**src/rtl/ms_uart_pkg.sv**
```systemverilog
// Shared definitions for the ms_uart 8N1 receiver (and a future transmitter).
package ms_uart_pkg;

   localparam int unsigned MIN_DIV    = 4;
   localparam int unsigned FRAME_BITS = 8;

   typedef enum logic [2:0] {
      IDLE  = 3'd0,
      START = 3'd1,
      DATA  = 3'd2,
      STOP  = 3'd3,
      BREAK = 3'd4
   } uart_state_t;

endpackage : ms_uart_pkg

```
**src/rtl/ms_sync_n.sv**
```systemverilog
// N-deep flop synchroniser for an asynchronous single-bit input.
module ms_sync_n #(
   parameter int unsigned SYNC_LEN = 2,
   parameter logic        RST_VAL  = 1'b1
) (
   input  logic clk,
   input  logic rst_n,
   input  logic i_d,
   output logic o_q
);

   logic [SYNC_LEN-1:0] r_chain;

   // Shift the async input through the chain; the last flop is the clean copy.
   always_ff @(posedge clk or negedge rst_n) begin
      if (!rst_n) begin
         r_chain <= {SYNC_LEN{RST_VAL}};
      end else begin
         r_chain <= {r_chain[SYNC_LEN-2:0], i_d};
      end
   end

   assign o_q = r_chain[SYNC_LEN-1];

endmodule : ms_sync_n

```
**src/rtl/ms_uart_rx8n1.sv**
```systemverilog
// 8N1 UART receiver with a one-entry valid/ready holding register.
module ms_uart_rx8n1
   import ms_uart_pkg::*;
#(
   parameter int unsigned DIV_W    = 16,
   parameter int unsigned SYNC_LEN = 2
) (
   input  logic             clk,
   input  logic             rst_n,
   input  logic             en,
   input  logic [DIV_W-1:0] baud_div,
   input  logic             rxd,
   output logic [7:0]       data,
   output logic             valid,
   input  logic             ready,
   output logic             busy,
   output logic             frame_err,
   output logic             overrun
);

   logic              w_rxd_s;
   logic [DIV_W-1:0]  w_div_eff;
   logic [DIV_W-1:0]  w_half_end;
   logic [DIV_W-1:0]  w_bit_end;

   uart_state_t       r_state;
   logic              r_rxd_prev;
   logic [DIV_W-1:0]  r_div;
   logic [DIV_W-1:0]  r_cnt;
   logic [2:0]        r_bidx;
   logic [7:0]        r_shreg;
   logic              r_deliver;

   ms_sync_n #(
      .SYNC_LEN (SYNC_LEN),
      .RST_VAL  (1'b1)
   ) u_sync (
      .clk   (clk),
      .rst_n (rst_n),
      .i_d   (rxd),
      .o_q   (w_rxd_s)
   );

   // Clamp tiny divisors so the mid-bit point is always well defined.
   assign w_div_eff  = (baud_div < DIV_W'(MIN_DIV)) ? DIV_W'(MIN_DIV) : baud_div;
   assign w_half_end = (r_div >> 1) - DIV_W'(1);
   assign w_bit_end  = r_div - DIV_W'(1);

   // Previous synchronised line level for falling-edge detection.
   always_ff @(posedge clk or negedge rst_n) begin
      if (!rst_n) begin
         r_rxd_prev <= 1'b1;
      end else begin
         r_rxd_prev <= w_rxd_s;
      end
   end

   // Frame FSM: bit timing, sampling, shift register and status pulses.
   always_ff @(posedge clk or negedge rst_n) begin
      if (!rst_n) begin
         r_state   <= IDLE;
         busy      <= 1'b0;
         r_div     <= '0;
         r_cnt     <= '0;
         r_bidx    <= '0;
         r_shreg   <= '0;
         r_deliver <= 1'b0;
         frame_err <= 1'b0;
      end else begin
         r_deliver <= 1'b0;
         frame_err <= 1'b0;
         if (!en) begin
            r_state <= IDLE;
            busy    <= 1'b0;
            r_cnt   <= '0;
            r_bidx  <= '0;
            r_shreg <= '0;
         end else begin
            unique case (r_state)
               IDLE: begin
                  if (r_rxd_prev && !w_rxd_s) begin
                     r_state <= START;
                     busy    <= 1'b1;
                     r_cnt   <= '0;
                     r_div   <= w_div_eff;
                  end
               end
               START: begin
                  if (r_cnt == w_half_end) begin
                     if (w_rxd_s) begin
                        r_state <= IDLE;
                        busy    <= 1'b0;
                     end else begin
                        r_state <= DATA;
                        r_cnt   <= '0;
                        r_bidx  <= '0;
                     end
                  end else begin
                     r_cnt <= r_cnt + DIV_W'(1);
                  end
               end
               DATA: begin
                  if (r_cnt == w_bit_end) begin
                     r_shreg <= {w_rxd_s, r_shreg[7:1]};
                     r_cnt   <= '0;
                     if (r_bidx == 3'(FRAME_BITS - 1)) begin
                        r_state <= STOP;
                     end else begin
                        r_bidx <= r_bidx + 3'd1;
                     end
                  end else begin
                     r_cnt <= r_cnt + DIV_W'(1);
                  end
               end
               STOP: begin
                  if (r_cnt == w_bit_end) begin
                     r_cnt <= '0;
                     if (w_rxd_s) begin
                        r_deliver <= 1'b1;
                        r_state   <= IDLE;
                        busy      <= 1'b0;
                     end else begin
                        frame_err <= 1'b1;
                        r_state   <= BREAK;
                     end
                  end else begin
                     r_cnt <= r_cnt + DIV_W'(1);
                  end
               end
               BREAK: begin
                  if (w_rxd_s) begin
                     r_state <= IDLE;
                     busy    <= 1'b0;
                  end
               end
               default: begin
                  r_state <= IDLE;
                  busy    <= 1'b0;
               end
            endcase
         end
      end
   end

   // Holding register: a delivery beats a same-cycle read; a full, unread slot drops the byte.
   always_ff @(posedge clk or negedge rst_n) begin
      if (!rst_n) begin
         data    <= 8'h00;
         valid   <= 1'b0;
         overrun <= 1'b0;
      end else begin
         overrun <= 1'b0;
         if (r_deliver) begin
            if (!valid || ready) begin
               data  <= r_shreg;
               valid <= 1'b1;
            end else begin
               overrun <= 1'b1;
            end
         end else if (valid && ready) begin
            valid <= 1'b0;
         end
      end
   end

endmodule : ms_uart_rx8n1

```
**config.mk**
```make
export PLATFORM = sky130hd
export DESIGN_NAME = ms_uart_rx8n1
export DESIGN_NICKNAME = d
export VERILOG_FILES = /design/src/rtl/ms_uart_pkg.sv /design/src/rtl/ms_sync_n.sv /design/src/rtl/ms_uart_rx8n1.sv
export SDC_FILE = /design/constraint.sdc
export NUM_CORES = 1
export LEC_CHECK = 0
export CORE_ASPECT_RATIO = 1.2
export CORE_MARGIN = 5
export CORE_UTILIZATION = 40
export CTS_CLUSTER_SIZE = 28
export DETAILED_ROUTE_END_ITERATION = 16
export HOLD_SLACK_MARGIN = 0.03
export SYNTH_ARGS = -nofsm -noshare
export SYNTH_HDL_FRONTEND = slang
export SYNTH_SLANG_ARGS = --single-unit
```
**constraint.sdc**
```tcl
create_clock -name clk -period 3.75 [get_ports clk]
set_clock_uncertainty 0.15 [all_clocks]
set_input_delay 1.125 -clock clk [delete_from_list [all_inputs] [get_ports clk]]
set_output_delay 1.125 -clock clk [all_outputs]
set_load 0.02 [all_outputs]
```
==> results.json, run 1 <==
{
  "firstDrtPassIters": 4,
  "drive_above_1_share": 0.188,
  "globalRouteTotalUtil": 0.171,
  "postSynthRegisterBits": 62,
  "drc_violations_left": 0,
  "tightest_slew_ps": 802,
  "grt-ovfl-total": 0,
  "post-route-worst-setup-slack_ps": 161,
  "cts_root_buf": "sky130_fd_sc_hd__clkbuf_16",
  "worstPathArrival_ps": 3660,
  "cts.clk_slew.worst_paths_ps": 50,
  "vdd_drop_max_uv": 309,
  "antennaDiodeCount": 0,
  "setup.worst_path.end": "r_cnt[3]",
  "finalSetupViolCount": 0,
  "rsz0062_at_grt": "yes",
  "dieWidth_um": 102,
  "worst_r2r_path_depth": 11,
  "number_of_top_level_design_ports": 33,
  "synth_seq_area_share": 0.385,
  "detail_route.wl_per_cell_um": 16.4,
  "timing.final.crit_period_ps": 3590,
  "count_of_max_cap_constraint_violations": 0,
  "place_ws_ps": -16.1,
  "synth.lib_cells_used.distinct": 65,
  "timing.critical_path.slowest_stage_cell": "sky130_fd_sc_hd__or4b_4",
  "numClockSinks": 62,
  "floorplan.core_area_um2": 9960,
  "first_global_vias": 3352,
  "worst_setup_start_kind": "flip-flop",
  "p_leak_nw": 2.12,
  "worst-endpoint-required_ps": 3820,
  "dpl_cell_area_um2": 4560,
  "timing.critical_path.mode_cell": "sky130_fd_sc_hd__buf_4",
  "synth_area_leader_cell": "sky130_fd_sc_hd__dfrtp_1",
  "synthMostInstantiatedCell": "sky130_fd_sc_hd__dfrtp_1",
  "crit_path_end_kind": "flip-flop",
  "timing.rr.end": "r_cnt[3]",
  "syn_inst": 437,
  "slew_headroom": 0.465,
  "setup.worst_path.start": "r_div[2]",
  "fin_crit_sh": 0.957,
  "clockBufferDepth": 2,
  "finalNetCount": 506,
  "final_util": 0.499,
  "critical_path_peak_fanout": 17,
  "yosysWarningCount": 0,
  "cp_slowest_stage_delay_ps": 550,
  "clkLatencyLatePin_ps": 330,
  "synth.top_cell.area_share": 0.365,
  "layout-area-overhead-vs-synth_pct": 22.9,
  "netlist_area_um2": 4040,
  "ys.flop_type": "sky130_fd_sc_hd__dfrtp_1",
  "initial_utilization": 0.406,
  "max_freq_ghz": 0.279,
  "die_height_um": 120,
  "fin_total_pwr_mw": 3.02,
  "r2r_startpoint": "r_div[2]",
  "vias_per_cell": 5.69,
  "timing_worst_setup_path_type": "flip-flop to flip-flop",
  "antenna_violating_nets_post_route": 0,
  "post-route-cell-area_um2": 4970,
  "htree_depth": 3,
  "syn-mean-instance-area_um2": 9.25,
  "grt_pass1_wl_um": 16600,
  "hold_slack_ps": 205,
  "cts_hold_buf": 0,
  "syn_nets": 463,
  "dr.first_iter.drc_count": 123,
  "dp_hpwl_um": 7520,
  "die_area_um2": 12200,
  "filler_cells": 906,
  "synth_edf_count": 0,
  "number_of_antenna_violations_at_the_first_check_in_global_routing": 0,
  "share_of_synthesized_registers_carrying_an_async_set_or_reset": 1.00,
  "row_count": 40,
  "cp_cell_sequence": "inv_1, ha_1, or4b_4, or3_1, a22oi_1, o211ai_1, nor4b_4, o32ai_4, buf_4, buf_4, a22o_1",
  "synth.area.top_cells": "sky130_fd_sc_hd__dfrtp_1 37%, sky130_fd_sc_hd__mux2_2 6.7%, sky130_fd_sc_hd__xnor2_1 4.8%",
  "drv_slew": 0,
  "min_path_type": "flip-flop to flip-flop",
  "buffers_on_ports": 32,
  "path_depth": 11,
  "yosys-top-cells-count": "59 x sky130_fd_sc_hd__dfrtp_1, 30 x sky130_fd_sc_hd__nor2_1, 28 x sky130_fd_sc_hd__nand2_1",
  "status": "completed",
  "r2r_setup_slack_ps": 160,
  "via_count": 3471,
  "cts_buffers": 9,
  "total_length_of_routed_wires_um": 9980,
  "cts_tree": "built",
  "grt_start_max_net_pins": 63,
  "cell_family_with_the_largest_share_of_critical_path_delay": "simple AND/OR/NAND/NOR gates",
  "path_buf_inv": 3,
  "report.final.hold_viol_count": 0,
  "gp_congestion": 0.910,
  "powerDensity_nw_per_um2": 609
}
how the worst min path moves through the flow:
stage	from	slack, ps	cells past startpoint	to
floorplan	u_sync.r_chain[0]	200	0	u_sync.r_chain[1]
global placement	u_sync.r_chain[0]	200	0	u_sync.r_chain[1]
detailed placement	u_sync.r_chain[0]	200	0	u_sync.r_chain[1]
CTS	u_sync.r_chain[0]	200	0	u_sync.r_chain[1]
global route	u_sync.r_chain[0]	210	0	u_sync.r_chain[1]
finish	u_sync.r_chain[0]	200	0	u_sync.r_chain[1]
through the flow:
stage                     TNS (ps)  instances
after floorplan                  0        437
after global placement           0        590
after detailed placement     -23.6        590
after CTS                    -1.15        605
after global routing             0        610
final                            0        610
registers in the layout, summed over array words and instances (netlist names):
name / count
r_state: 3
r_deliver: 1
data: 8
r_cnt: 16
r_shreg: 8
r_div: 16
u_sync.r_chain: 2
r_bidx: 3
busy: 1
r_rxd_prev: 1
valid: 1
frame_err: 1
overrun: 1
layer usage:
metal  up-vias  GRT usage  part of all wire
met1      1700      0.219              0.44
met3        17     0.0372             0.037
met5         -          0                 0
met4         0     0.0707             0.022
li1       1673          -                 -
met2        81      0.278              0.50
final cells by class:
| class | count | area [um^2] | area share |
|---|---|---|---|
| Multi-Input combinational cell | 332 | 2340 | 0.471 |
| Sequential cell | 62 | 1560 | 0.313 |
| Timing Repair Buffer | 60 | 526 | 0.106 |
| Clock buffer | 9 | 225 | 0.0453 |
| Tap cell | 126 | 158 | 0.0317 |
| Clock inverter | 6 | 111 | 0.0224 |
| Inverter | 15 | 56.3 | 0.0113 |
kinds of logic after synthesis:
family          after synthesis  synth area share
mux                          27            0.0743
simple gates                167             0.239
flops                        62             0.385
fa+ha+maj                     5            0.0155
buf+inv                      43            0.0455
xor+xnor                     38            0.0823
compound gates               95             0.158
cells in the final DEF (no fill, tap or decap), types with 6 or more instances in the layout:
master,instances
sky130_fd_sc_hd__clkbuf_16,9
sky130_fd_sc_hd__xnor2_1,22
sky130_fd_sc_hd__o21ai_0,22
sky130_fd_sc_hd__a31oi_1,14
sky130_fd_sc_hd__nand3_1,9
sky130_fd_sc_hd__nor3_1,8
sky130_fd_sc_hd__inv_1,15
sky130_fd_sc_hd__xor2_1,16
sky130_fd_sc_hd__nand2b_1,9
sky130_fd_sc_hd__and3_1,14
sky130_fd_sc_hd__or3_1,7
sky130_fd_sc_hd__mux2_2,24
sky130_fd_sc_hd__buf_4,28
sky130_fd_sc_hd__nor2_1,30
sky130_fd_sc_hd__nand2_1,28
sky130_fd_sc_hd__a21oi_1,18
sky130_fd_sc_hd__or2_2,6
sky130_fd_sc_hd__a22o_1,8
sky130_fd_sc_hd__nand4_1,6
sky130_fd_sc_hd__nor2b_1,9
sky130_fd_sc_hd__clkdlybuf4s50_1,31
sky130_fd_sc_hd__nor4_1,12
sky130_fd_sc_hd__dfrtp_1,59
where the power goes:
group / internal [mW] / leakage, nW / switching, mW
clock: 0.644 / 0.161 / 0.298
sequential: 0.768 / 0.820 / 0.171
combinational: 0.523 / 1.14 / 0.620
what timing repair did:
| item | 4_1_cts | 5_1_grt |
|---|---|---|
| setup buffers | 0 | 5 |
| pin swaps | 0 | 2 |
| endpoints found under the hold margin | 0 | 0 |
| gates cloned | 0 | 0 |
| gates resized for setup | 1 | 4 |
| setup endpoints to repair | 3 | 15 |
No activity file was read; power rests on OpenSTA's default activity.
==> run 2: changes to the inputs <==
==> constraint.sdc (replaced) <==
create_clock -name clk -period 3.75 [get_ports clk]
set_clock_uncertainty 0.15 [all_clocks]
set_input_delay 1.125 -clock clk [delete_from_list [all_inputs] [get_ports clk]]
set_output_delay 1.125 -clock clk [all_outputs]
set_load 0.1 [all_outputs]
==> results.json, run 2 (synthesis results as in run 1) <==
{
  "status": "completed",
  "setup.worst_path.start": "r_div[9]",
  "timing.final.crit_period_ps": 3540,
  "grt-ovfl-total": 0,
  "placed_cells_incl_taps": 598,
  "layout.cells.most_common": "sky130_fd_sc_hd__dfrtp_1",
  "setup.worst_path.end": "r_bidx[1]",
  "worst_r2r_path_depth": 10,
  "fin_crit_sh": 0.945,
  "max_freq_ghz": 0.282,
  "via_count": 3454,
  "timing.critical_path.mode_cell": "sky130_fd_sc_hd__buf_4",
  "rsz0062_at_grt": "no",
  "finalNetCount": 509,
  "fin_total_pwr_mw": 3.08,
  "dpl_cell_area_um2": 4600,
  "tightest_slew_ps": 612,
  "r2r_setup_slack_ps": 210,
  "crit_path_end_kind": "flip-flop",
  "hold_slack_ps": 204,
  "critical_path_peak_fanout": 7,
  "gp_congestion": 0.890,
  "report.final.hold_viol_count": 0,
  "r2r_startpoint": "r_div[9]",
  "post-route-worst-setup-slack_ps": 206,
  "setup_tns_ps": 0,
  "drc_violations_left": 0,
  "drive_above_1_share": 0.214,
  "globalRouteTotalUtil": 0.177,
  "cts_hold_buf": 0,
  "dr.first_iter.drc_count": 213,
  "number_of_top_level_design_ports": 33,
  "layout_common_cells": "59 x sky130_fd_sc_hd__dfrtp_1, 42 x sky130_fd_sc_hd__buf_4, 30 x sky130_fd_sc_hd__nor2_1",
  "total_length_of_routed_wires_um": 10000,
  "final_util": 0.498,
  "die_area_um2": 12200,
  "post-route-cell-area_um2": 4960,
  "finalSetupViolCount": 0,
  "worst-endpoint-required_ps": 3810,
  "min_path_type": "flip-flop to flip-flop",
  "cts_setup_buffers": 0,
  "firstDrtPassIters": 4,
  "htree_depth": 3,
  "clockBufferDepth": 2,
  "layout-area-overhead-vs-synth_pct": 22.8,
  "slew_headroom": 0.588,
  "p_leak_nw": 2.16,
  "drv_slew": 0,
  "clkLatencyLatePin_ps": 330,
  "cts_root_buf": "sky130_fd_sc_hd__clkbuf_16",
  "place_ws_ps": 93.9,
  "dp_hpwl_um": 7500,
  "vias_per_cell": 5.63,
  "cp_cell_sequence": "buf_4, nor4_1, nand2_1, mux2i_1, or4b_1, nor4_4, buf_4, nor2_1, nor3_2, mux2_2",
  "dieWidth_um": 102,
  "grt_pass1_wl_um": 17000,
  "final_cell_count_no_fill": 613,
  "timing_worst_setup_path_type": "flip-flop to flip-flop",
  "cts_buffers": 9,
  "antenna_violating_nets_post_route": 0,
  "vdd_drop_max_uv": 343,
  "number_of_antenna_violations_at_the_first_check_in_global_routing": 0,
  "timing.rr.end": "r_bidx[1]",
  "row_count": 40,
  "die_height_um": 120,
  "cts.clk_slew.worst_paths_ps": 50,
  "antennaDiodeCount": 0,
  "worstPathArrival_ps": 3610,
  "initial_utilization": 0.406,
  "count_of_max_cap_constraint_violations": 0,
  "worst_setup_start_kind": "flip-flop",
  "detail_route.wl_per_cell_um": 16.3,
  "timing.critical_path.slowest_stage_cell": "sky130_fd_sc_hd__nor4_1",
  "cts_tree": "built",
  "buffers_on_ports": 32,
  "numClockSinks": 62,
  "largest_registers": "r_cnt: 16 flops, r_div: 16 flops",
  "powerDensity_nw_per_um2": 621,
  "cp_slowest_stage_delay_ps": 560,
  "grt_start_max_net_pins": 63,
  "first_global_vias": 3397,
  "floorplan.core_area_um2": 9960
}
==> run 2: how the worst min path moves through the flow <==
stage,startpoint,end,cells past startpoint
2_1_floorplan,u_sync.r_chain[0],u_sync.r_chain[1],0
3_3_place_gp,u_sync.r_chain[0],u_sync.r_chain[1],0
3_5_place_dp,u_sync.r_chain[0],u_sync.r_chain[1],0
4_1_cts,u_sync.r_chain[0],u_sync.r_chain[1],0
5_1_grt,u_sync.r_chain[0],u_sync.r_chain[1],0
6_report,u_sync.r_chain[0],u_sync.r_chain[1],0
==> run 2: layer usage <==
layer | part of all wire | GRT usage
met1 | 0.44 | 0.216
met2 | 0.49 | 0.294
met3 | 0.040 | 0.0378
met4 | 0.030 | 0.0798
met5 | 0 | 0
==> run 2: layout make-up <==
class                           count  area, um^2
Inverter                           15        56.3
Timing Repair Buffer               63         531
Sequential cell                    62        1560
Fill cell                         949        4990
Tap cell                          126         158
Clock buffer                        9         225
Clock inverter                      6         111
Multi-Input combinational cell    332        2330
==> run 2: power by group <==
group | leakage [nW] | switching (mW) | internal, mW
Clock | 0.161 | 0.300 | 0.644
Sequential | 0.820 | 0.127 | 0.769
Combinational | 1.18 | 0.697 | 0.546
==> run 2: timing repair <==
item,4_1_cts,5_1_grt
resized for setup,0,3
endpoints found under the setup margin,0,16
endpoints found under the hold margin,0,0
==> run 2: critical path: cells and delay by family (launching register included) <==
kind          cells  cell delay (ps)
simple gates      6             1860
mux               2              620
flops             1              400
buf+inv           2              390
